===== config.mk =====
export PLATFORM = sky130hd
export DESIGN_NAME = icache_refill
export DESIGN_NICKNAME = d
export VERILOG_FILES = /design/src/rtl/icache_pkg.sv /design/src/rtl/icache_line_buf.sv /design/src/rtl/icache_refill.sv
export SDC_FILE = /design/constraint.sdc
export NUM_CORES = 1
export LEC_CHECK = 0
export ABC_CLOCK_PERIOD_IN_PS = 2920
export CAP_MARGIN = 20
export CELL_PAD_IN_SITES_DETAIL_PLACEMENT = 0
export CELL_PAD_IN_SITES_GLOBAL_PLACEMENT = 1
export CORE_AREA = 2 2 296 298
export DETAILED_ROUTE_END_ITERATION = 12
export DIE_AREA = 0 0 298 300
export PLACE_DENSITY_LB_ADDON = 0.1
export SETUP_SLACK_MARGIN = 0.2
export SYNTH_ARGS = -nofsm -noshare
export SYNTH_HDL_FRONTEND = slang
export SYNTH_SLANG_ARGS = --single-unit

===== constraint.sdc =====
create_clock -name clk -period 2.92 [get_ports clk]
set_input_delay 0.438 -clock clk [delete_from_list [all_inputs] [get_ports clk]]
set_output_delay 0.438 -clock clk [all_outputs]
set_load 0.05 [all_outputs]

===== src/rtl/icache_pkg.sv =====
// Shared constants and refill state encoding for the icache refill engine.
// Optional feature macro used by the refill engine: ICACHE_CRIT_WORD_FIRST_EN.
package icache_pkg;

    localparam int unsigned LINE_WIDTH   = 512;
    localparam int unsigned ADDR_BITS    = 9;
    localparam int unsigned BUS_WIDTH    = 64;
    localparam int unsigned PADDR_BITS   = 32;
    localparam int unsigned BEATS        = LINE_WIDTH / BUS_WIDTH;
    localparam int unsigned OFFSET_BITS  = $clog2(LINE_WIDTH / 8);
    localparam int unsigned TAG_BITS     = PADDR_BITS - ADDR_BITS - OFFSET_BITS;
    localparam int unsigned BEAT_BITS    = $clog2(BEATS);
    localparam int unsigned BUS_OFF_BITS = $clog2(BUS_WIDTH / 8);

    typedef enum logic [1:0] {
        RF_IDLE  = 2'd0,
        RF_REQ   = 2'd1,
        RF_FILL  = 2'd2,
        RF_WRITE = 2'd3
    } refill_state_e;

endpackage


===== src/rtl/icache_line_buf.sv =====
// Line assembly buffer: writes one bus-wide beat into a slot of a
// LINE_WIDTH register, selected by beat index, with synchronous clear.
module icache_line_buf #(
    parameter int unsigned LINE_WIDTH = icache_pkg::LINE_WIDTH,
    parameter int unsigned BUS_WIDTH  = icache_pkg::BUS_WIDTH,
    localparam int unsigned SLOTS     = LINE_WIDTH / BUS_WIDTH,
    localparam int unsigned IDX_W     = $clog2(SLOTS)
) (
    input  logic                  clk,
    input  logic                  clr_i,
    input  logic                  we_i,
    input  logic [IDX_W-1:0]      idx_i,
    input  logic [BUS_WIDTH-1:0]  data_i,
    output logic [LINE_WIDTH-1:0] line_o
);

    logic [LINE_WIDTH-1:0] line_q;

    // Clear has priority over a beat write; otherwise drop the beat into its slot.
    always_ff @(posedge clk) begin
        if (clr_i) begin
            line_q <= '0;
        end else if (we_i) begin
            line_q[idx_i*BUS_WIDTH +: BUS_WIDTH] <= data_i;
        end
    end

    assign line_o = line_q;

endmodule


===== src/rtl/icache_refill.sv =====
// Icache refill engine: accepts a fetch miss, issues one burst read, assembles
// the returned beats into a line and writes line plus tag in a single cycle.
// Optional feature: `define ICACHE_CRIT_WORD_FIRST_EN for critical-word-first
// wrapping bursts with a forwarded critical beat.
module icache_refill #(
    parameter int unsigned LINE_WIDTH = icache_pkg::LINE_WIDTH,
    parameter int unsigned ADDR_BITS  = icache_pkg::ADDR_BITS,
    parameter int unsigned BUS_WIDTH  = icache_pkg::BUS_WIDTH,
    parameter int unsigned PADDR_BITS = icache_pkg::PADDR_BITS,
    localparam int unsigned OFF_W     = $clog2(LINE_WIDTH / 8),
    localparam int unsigned TAG_W     = PADDR_BITS - ADDR_BITS - OFF_W
) (
    input  logic                  clk,
    input  logic                  rst,
    input  logic                  miss_valid_i,
    output logic                  miss_ready_o,
    input  logic [PADDR_BITS-1:0] miss_addr_i,
    output logic                  mem_req_valid_o,
    input  logic                  mem_req_ready_i,
    output logic [PADDR_BITS-1:0] mem_req_addr_o,
    output logic [7:0]            mem_req_len_o,
    input  logic                  mem_rsp_valid_i,
    output logic                  mem_rsp_ready_o,
    input  logic [BUS_WIDTH-1:0]  mem_rsp_data_i,
    input  logic                  mem_rsp_err_i,
    output logic [ADDR_BITS-1:0]  addr_w_o,
    output logic                  we_w_o,
    output logic [LINE_WIDTH-1:0] data_w_o,
    output logic                  tag_we_o,
    output logic [TAG_W-1:0]      tag_o,
    output logic                  tag_valid_o,
    output logic                  done_o,
    output logic                  err_o,
    output logic                  busy_o,
    output logic                  crit_valid_o,
    output logic [BUS_WIDTH-1:0]  crit_data_o
);

    import icache_pkg::*;

    localparam int unsigned NBEATS = LINE_WIDTH / BUS_WIDTH;
    localparam int unsigned CNT_W  = $clog2(NBEATS);
    localparam int unsigned BOFF_W = $clog2(BUS_WIDTH / 8);
    localparam logic [CNT_W-1:0] LAST_CNT = CNT_W'(NBEATS - 1);

    refill_state_e         state_q;
    logic [ADDR_BITS-1:0]  index_q;
    logic [TAG_W-1:0]      tag_q;
    logic [PADDR_BITS-1:0] req_addr_q;
    logic [7:0]            req_len_q;
    logic                  req_valid_q;
    logic                  rsp_ready_q;
    logic                  miss_ready_q;
    logic                  busy_q;
    logic                  we_q;
    logic                  tag_we_q;
    logic                  tag_valid_q;
    logic                  done_q;
    logic                  err_q;
    logic                  err_sticky_q;
    logic [CNT_W-1:0]      cnt_q;

    logic                  miss_fire;
    logic                  beat_fire;
    logic                  err_now;
    logic                  last_beat;
    logic [PADDR_BITS-1:0] req_addr_d;
    logic [CNT_W-1:0]      cnt_start;
    logic [LINE_WIDTH-1:0] line;

    assign miss_fire = (state_q == RF_IDLE) && miss_valid_i && miss_ready_q;
    assign beat_fire = (state_q == RF_FILL) && rsp_ready_q && mem_rsp_valid_i;
    assign err_now   = err_sticky_q | mem_rsp_err_i;

`ifdef ICACHE_CRIT_WORD_FIRST_EN
    logic [CNT_W-1:0]     seen_q;
    logic                 crit_valid_q;
    logic [BUS_WIDTH-1:0] crit_data_q;
    logic                 unused_addr;

    // Slot index wraps with cnt_q; completion is counted separately in seen_q.
    assign req_addr_d  = {miss_addr_i[PADDR_BITS-1:BOFF_W], {BOFF_W{1'b0}}};
    assign cnt_start   = req_addr_q[OFF_W-1:BOFF_W];
    assign last_beat   = (seen_q == LAST_CNT);
    assign unused_addr = ^miss_addr_i[BOFF_W-1:0];
    assign crit_valid_o = crit_valid_q;
    assign crit_data_o  = crit_data_q;
`else
    logic unused_addr;

    assign req_addr_d   = {miss_addr_i[PADDR_BITS-1:OFF_W], {OFF_W{1'b0}}};
    assign cnt_start    = '0;
    assign last_beat    = (cnt_q == LAST_CNT);
    assign unused_addr  = ^miss_addr_i[OFF_W-1:0];
    assign crit_valid_o = 1'b0;
    assign crit_data_o  = '0;
`endif

    // Beat assembly; cleared on reset and at the start of every refill.
    icache_line_buf #(
        .LINE_WIDTH (LINE_WIDTH),
        .BUS_WIDTH  (BUS_WIDTH)
    ) u_line_buf (
        .clk    (clk),
        .clr_i  (rst | miss_fire),
        .we_i   (beat_fire),
        .idx_i  (cnt_q),
        .data_i (mem_rsp_data_i),
        .line_o (line)
    );

    // Refill FSM with registered handshake and write-port outputs.
    always_ff @(posedge clk) begin
        if (rst) begin
            state_q      <= RF_IDLE;
            index_q      <= '0;
            tag_q        <= '0;
            req_addr_q   <= '0;
            req_len_q    <= '0;
            req_valid_q  <= 1'b0;
            rsp_ready_q  <= 1'b0;
            miss_ready_q <= 1'b0;
            busy_q       <= 1'b0;
            we_q         <= 1'b0;
            tag_we_q     <= 1'b0;
            tag_valid_q  <= 1'b0;
            done_q       <= 1'b0;
            err_q        <= 1'b0;
            err_sticky_q <= 1'b0;
            cnt_q        <= '0;
`ifdef ICACHE_CRIT_WORD_FIRST_EN
            seen_q       <= '0;
            crit_valid_q <= 1'b0;
            crit_data_q  <= '0;
`endif
        end else begin
            we_q        <= 1'b0;
            tag_we_q    <= 1'b0;
            tag_valid_q <= 1'b0;
            done_q      <= 1'b0;
            err_q       <= 1'b0;
`ifdef ICACHE_CRIT_WORD_FIRST_EN
            crit_valid_q <= 1'b0;
`endif
            unique case (state_q)
                RF_IDLE: begin
                    miss_ready_q <= 1'b1;
                    if (miss_fire) begin
                        index_q      <= miss_addr_i[OFF_W +: ADDR_BITS];
                        tag_q        <= miss_addr_i[PADDR_BITS-1 -: TAG_W];
                        req_addr_q   <= req_addr_d;
                        req_len_q    <= 8'(NBEATS - 1);
                        err_sticky_q <= 1'b0;
                        miss_ready_q <= 1'b0;
                        req_valid_q  <= 1'b1;
                        busy_q       <= 1'b1;
                        state_q      <= RF_REQ;
                    end
                end
                RF_REQ: begin
                    if (mem_req_ready_i) begin
                        req_valid_q <= 1'b0;
                        rsp_ready_q <= 1'b1;
                        cnt_q       <= cnt_start;
`ifdef ICACHE_CRIT_WORD_FIRST_EN
                        seen_q      <= '0;
`endif
                        state_q     <= RF_FILL;
                    end
                end
                RF_FILL: begin
                    if (beat_fire) begin
                        cnt_q        <= cnt_q + 1'b1;
                        err_sticky_q <= err_now;
`ifdef ICACHE_CRIT_WORD_FIRST_EN
                        seen_q <= seen_q + 1'b1;
                        if (seen_q == '0) begin
                            crit_valid_q <= 1'b1;
                            crit_data_q  <= mem_rsp_data_i;
                        end
`endif
                        if (last_beat) begin
                            rsp_ready_q <= 1'b0;
                            we_q        <= ~err_now;
                            tag_we_q    <= 1'b1;
                            tag_valid_q <= ~err_now;
                            done_q      <= 1'b1;
                            err_q       <= err_now;
                            state_q     <= RF_WRITE;
                        end
                    end
                end
                RF_WRITE: begin
                    busy_q       <= 1'b0;
                    miss_ready_q <= 1'b1;
                    state_q      <= RF_IDLE;
                end
                default: begin
                    state_q <= RF_IDLE;
                end
            endcase
        end
    end

    assign miss_ready_o    = miss_ready_q;
    assign mem_req_valid_o = req_valid_q;
    assign mem_req_addr_o  = req_addr_q;
    assign mem_req_len_o   = req_len_q;
    assign mem_rsp_ready_o = rsp_ready_q;
    assign addr_w_o        = index_q;
    assign we_w_o          = we_q;
    assign data_w_o        = line;
    assign tag_we_o        = tag_we_q;
    assign tag_o           = tag_q;
    assign tag_valid_o     = tag_valid_q;
    assign done_o          = done_q;
    assign err_o           = err_q;
    assign busy_o          = busy_q;

endmodule

# ---- Word-level counts from Yosys, hierarchy flattened
# Cells that the tools add are included.
# W data, S select, Z words.
dict set report totals {
  reg_bits 578
  inputBits 102
  output_inout_bits 652
  wordCells 74
}
dict set report classes {
  n_addsub 2
  eq_ne 8
  n_shift 2
  muxes 23
  bitwise 6
  n_reduce_logical 18
}
# cell count
set op_table {}
lappend op_table {{$bwmux W512} 1}
lappend op_table {{$shift A64 B34 Y512 const A} 1}
lappend op_table {{$shiftx A64 B34 Y512} 1}
lappend op_table {{$neg A9 Y34} 1}
lappend op_table {{$pmux W1 S2} 5}
lappend op_table {{$mux W1} 9}
lappend op_table {{$reduce_and A3 Y1} 3}
lappend op_table {{$mux W2} 4}
lappend op_table {{$ne A2 B2 Y1 const B} 4}
lappend op_table {{$pmux W2 S4} 1}
lappend op_table {{$reduce_and A4 Y1} 2}
lappend op_table {{$reduce_bool A2 Y1} 4}
lappend op_table {{$mux W3} 2}
lappend op_table {{$pmux W3 S2} 1}
lappend op_table {{$eq A2 B2 Y1 const B} 2}
lappend op_table {{$logic_and A1 B1 Y1} 4}
lappend op_table {{$not A1 Y1} 4}
lappend op_table {{$reduce_and A2 Y1} 2}
lappend op_table {{$reduce_or A4 Y1} 1}
lappend op_table {{$add A3 B1 Y3 const B} 1}
lappend op_table {{$eq A3 B3 Y1 const B} 1}
lappend op_table {{$reduce_or A3 Y1} 1}
lappend op_table {{$eq A2 B1 Y1 const B} 1}
lappend op_table {{$logic_not A2 Y1} 1}
lappend op_table {{$or A1 B1 Y1} 2}

# ---- Depth between registers and ports, before layout
dict set report logic_depth {
  depth_word 5
  depth_mapped 12
  depth_no_buf 6
}

# ---- Cells and area by module
# A second synthesis with hierarchy kept.
dict set report unflattened {
  hier_cells 2517
  area_unflattened_um2 22691.8
}
# mod n_inst cells_each area_per_inst_um2 seq_area_each_um2
set by_module_without_submodules {}
lappend by_module_without_submodules {icache_line_buf 1 2223 20309.5 10249.8}
lappend by_module_without_submodules {icache_refill 1 294 2382.3 800.8}

# ---- Worst setup path before layout
# No wires, ideal clock.
dict set report synth_path {
  kind {register to register}
  start {register cnt_q[0]}
  end {register u_line_buf.line_q[100] (netlist: u_line_buf.line_o[100])}
  setup_time_ps 123
  arrival_time_ps 2300
  required_time_ps 2797
  setup_slack_ps 497
  stages_incl_launch_ff 13
  path_buffers 6
  period_less_slack_ps 2423
  path_cell_list {dfxtp_1 -> buf_2 -> buf_2 -> buf_1 -> inv_1 -> ha_1 -> ha_1 -> and4b_1 -> buf_2 -> nand4_1 -> buf_6 -> buf_6 -> mux2i_1}
}
dict set report synth_between {
  elab_chain_cells 3
  word_cells_on_any_way 4
  cone_classes {add/sub (1); shift (2); mux (1)}
}
# item line_no
set synth_lines {}
lappend synth_lines {{from (decl)} icache_refill.sv:61} ;# logic [CNT_W-1:0] cnt_q;
lappend synth_lines {{from (signal assigned)} icache_refill.sv:164} ;# cnt_q <= cnt_start;
lappend synth_lines {{from (signal assigned)} icache_refill.sv:173} ;# cnt_q <= cnt_q + 1'b1;
lappend synth_lines {{$neg A9 Y34 (*)} icache_line_buf.sv:24} ;# line_q[idx_i*BUS_WIDTH +: BUS_WIDTH] <= data_i;
lappend synth_lines {{$shiftx A64 B34 Y512 or $shift A64 B34 Y512 (tied branches)} icache_line_buf.sv:24}
lappend synth_lines {{$bwmux W512 (*)} icache_line_buf.sv:24}
lappend synth_lines {{to (signal, indexed assignment)} icache_line_buf.sv:24}
lappend synth_lines {{to (decl)} icache_line_buf.sv:17} ;# logic [LINE_WIDTH-1:0] line_q;
# Every way passes the cells marked *; elsewhere a longest branch is shown, timed or not.
# A chain may end at the register's enable or synchronous reset.

# ---- Worst setup path after layout
dict set report layout_path {
  start {register cnt_q[1]}
  end {register u_line_buf.line_q[93] (netlist: u_line_buf.line_o[93])}
}
# The elaborated chain is that of the path after synthesis.

==> impl_metrics.ini <==
[drt]
dr.first_iter.drc_count = 734
routed_wl_mm = 82.3
drc = 0
wire_per_inst_um = 20.7
routed-wl-met2_mm = 41.3
wl_met1_mm = 33.3
dr.pass1.iters = 5
highest_layer = met4
via_count = 17061
ant_nets = 0
dr_wl_met3_mm = 5.40
routed_via_density = 4.29

[layout]
nFillCells = 8810
fin_cells = 3976
final_common_cell = clkdlybuf4s50_1
fin_area_um2 = 31200
drive_above_1_share_pct = 6.17
layout_common_cells = 671 x clkdlybuf4s50_1, 630 x nand2_1, 551 x dfxtp_1, 513 x mux2i_1, 76 x conb_1
syn_to_final_growth_pct = 44.2
layout.nets = 2881

[sta]
rsz0062_at_grt = no
post-route-min-period_ns = 2.58
setup-tns-final_ns = 0
skew_ns = 0.0287
max_slew_margin_pct = 43.5
setup_viol = 0
max_slew.worst_pin.slew_ns = 0.848
min_period_over_period_pct = 88.5
fmax_ghz = 0.387
slew_viol_final = 0
hold_viol_final = 0

[global_routing]
grt_antenna_before_repair = 2
grt_max_degree = 68
grt_first_pass_wirelength_mm = 118
grt_pass1_vias = 17438
gr-usage-all-layers_pct = 17.6
grt_overflow = 0

[die]
core_area_um2 = 86200
dieWidth_um = 298
initial_core_util_pct = 25.1
die_y_um = 300
die_area_um2 = 89400
pin_count = 754
fp-row-count = 108

[place]
gp_congestion = 0.780
place_area_um2 = 29000
place_hpwl_mm = 59.0
place_inst = 3854
io_buffers = 671

[power_and_ir_drop]
peakVddDrop_uv = 410
power_leakage_uw = 0.0137
powerDensity_nw_per_um2 = 605

[setup_path]
reg2reg_slack_ns = 0.34
worst_ep_required_time_ns = 3.36
end_kind = flop
worstPathArrival_ns = 3.02
regToRegEndpoint = u_line_buf.line_o[93]
critPathMaxFanout = 57
reg2reg_from = cnt_q[1]
critPathLaunchType = flop
r2r_cells = 8
critPathKind = reg -> reg

[clocking]
clockBufferDepth = 3
holdBufCountCts = 0
path_clk_slew_ns = 0.06
cts_tree = done
cts_setup_buffers = 0
insertion_delay_ns = 0.60
cts_num_sinks = 552
ctsResizeCount = 0
htreeDepth = 3
cts_root_buffer = clkbuf_16
numCtsBuffers = 69

[worst_hold_path]
hold_class = in -> reg
min_to = tag_o[8]
holdPathStages = 3
min_from = miss_addr_i[23]

[run]
maxCapViolCount = 0

[logic_synthesis]
ys_seq_elements = 552
ys_seq_area_share_pct = 51.1
synth_edf_count = 0
yosysWarnings = 0
ys.flop_type = dfxtp_1
synthCells = 2158
async_flop_share_pct = 0
netlist_area_um2 = 21600
syn_avg_cell_area_um2 = 10.0
synth.distinct_cells = 37

[run_status]
outcome = finished clean
critical path, stage by stage, from the launching register on:
cell     delay, ns
dfxtp_1       0.41
inv_1         0.07
ha_1          0.20
ha_1          0.20
and4b_1       0.47
buf_4         0.23
nand4_1       0.18
buf_12        0.29
mux2i_1       0.21
sequential cells by signal, indices dropped and copies added (netlist names):
register / count
mem_rsp_ready_o: 1
miss_ready_o: 1
err_o: 1
tag_valid_o: 1
err_sticky_q: 1
mem_req_addr_o: 2
cnt_q: 3
addr_w_o: 8
mem_req_len_o: 1
busy_o: 1
tag_o: 16
mem_req_valid_o: 1
state_q: 2
u_line_buf.line_o: 512
done_o: 1
final cells by class:
type	count	area, um2	share of cell area [%]
Sequential cell	552	11100	35.4
Multi-Input combinational cell	1411	9100	29.2
Timing Repair Buffer	728	7360	23.6
Clock buffer	101	2040	6.53
Tap cell	1155	1450	4.63
Clock inverter	19	178	0.569
Inverter	8	30.0	0.0962
Antenna cell	2	5.00	0.0160
kinds of logic after synthesis:
kind of cell,after synthesis,share of synthesized area (%)
compound gates,47,1.28
fa+ha+maj,9,0.520
buf+inv,270,8.59
flops,552,51.1
mux,513,23.7
other cells,1,0.0173
simple gates,766,14.8
worst max path at each step:
| stage | slack, ns | from | to | cells past startpoint |
|---|---|---|---|---|
| 6_report | 0.34 | cnt_q[1] | u_line_buf.line_o[93] | 8 |
| 5_1_grt | 0.27 | cnt_q[1] | u_line_buf.line_o[96] | 8 |
| 4_1_cts | 0.43 | cnt_q[1] | u_line_buf.line_o[102] | 8 |
| 3_5_place_dp | 0.33 | mem_rsp_valid_i | u_line_buf.line_o[167] | 6 |
| 3_3_place_gp | 0.37 | mem_rsp_valid_i | u_line_buf.line_o[165] | 6 |
| 2_1_floorplan | 0.50 | cnt_q[0] | u_line_buf.line_o[100] | 12 |
metrics by stage:
stage | setup slack (ns) | total power, uW | util (%) | hold WS [ns]
final | 0.336 | 18900 | 36.2 | 0.388
after global routing | 0.266 | 19700 | 36.2 | 0.361
after CTS | 0.425 | 19200 | 36.2 | 0.335
after detailed placement | 0.334 | 10600 | 33.6 | 0.444
after global placement | 0.372 | 10600 | 33.6 | 0.442
after floorplan | 0.497 | 9820 | - | 0.421
synth_stat cells (2+ instances only):
cell type	number	area share, %
nand2_1	630	11
dfxtp_1	552	51
mux2i_1	513	24
buf_4	117	4.1
nand3_1	70	1.6
clkbuf_1	66	1.1
buf_6	50	2.6
nand4b_1	35	1.4
a21oi_1	32	0.74
buf_2	25	0.58
ha_1	9	0.52
nor2_1	9	0.16
inv_1	8	0.14
nand4_1	5	0.14
buf_1	4	0.069
nand2b_1	4	0.12
and3_1	3	0.087
nor2b_1	3	0.087
o31ai_1	3	0.10
a311oi_1	2	0.081
a31oi_1	2	0.058
layer usage:
layer  up-vias  global-route usage (%)
li1       8232                       -
met1      8237                    20.1
met2       485                    31.4
met3       107                    5.11
met4         0                    5.87
met5         -                       0
where the power goes:
group	total (uW)	switching, uW	internal, uW
registers	7740	102	7640
clock network	8430	3420	5020
logic	2710	1960	748
Power figures use the tool's default switching activity.
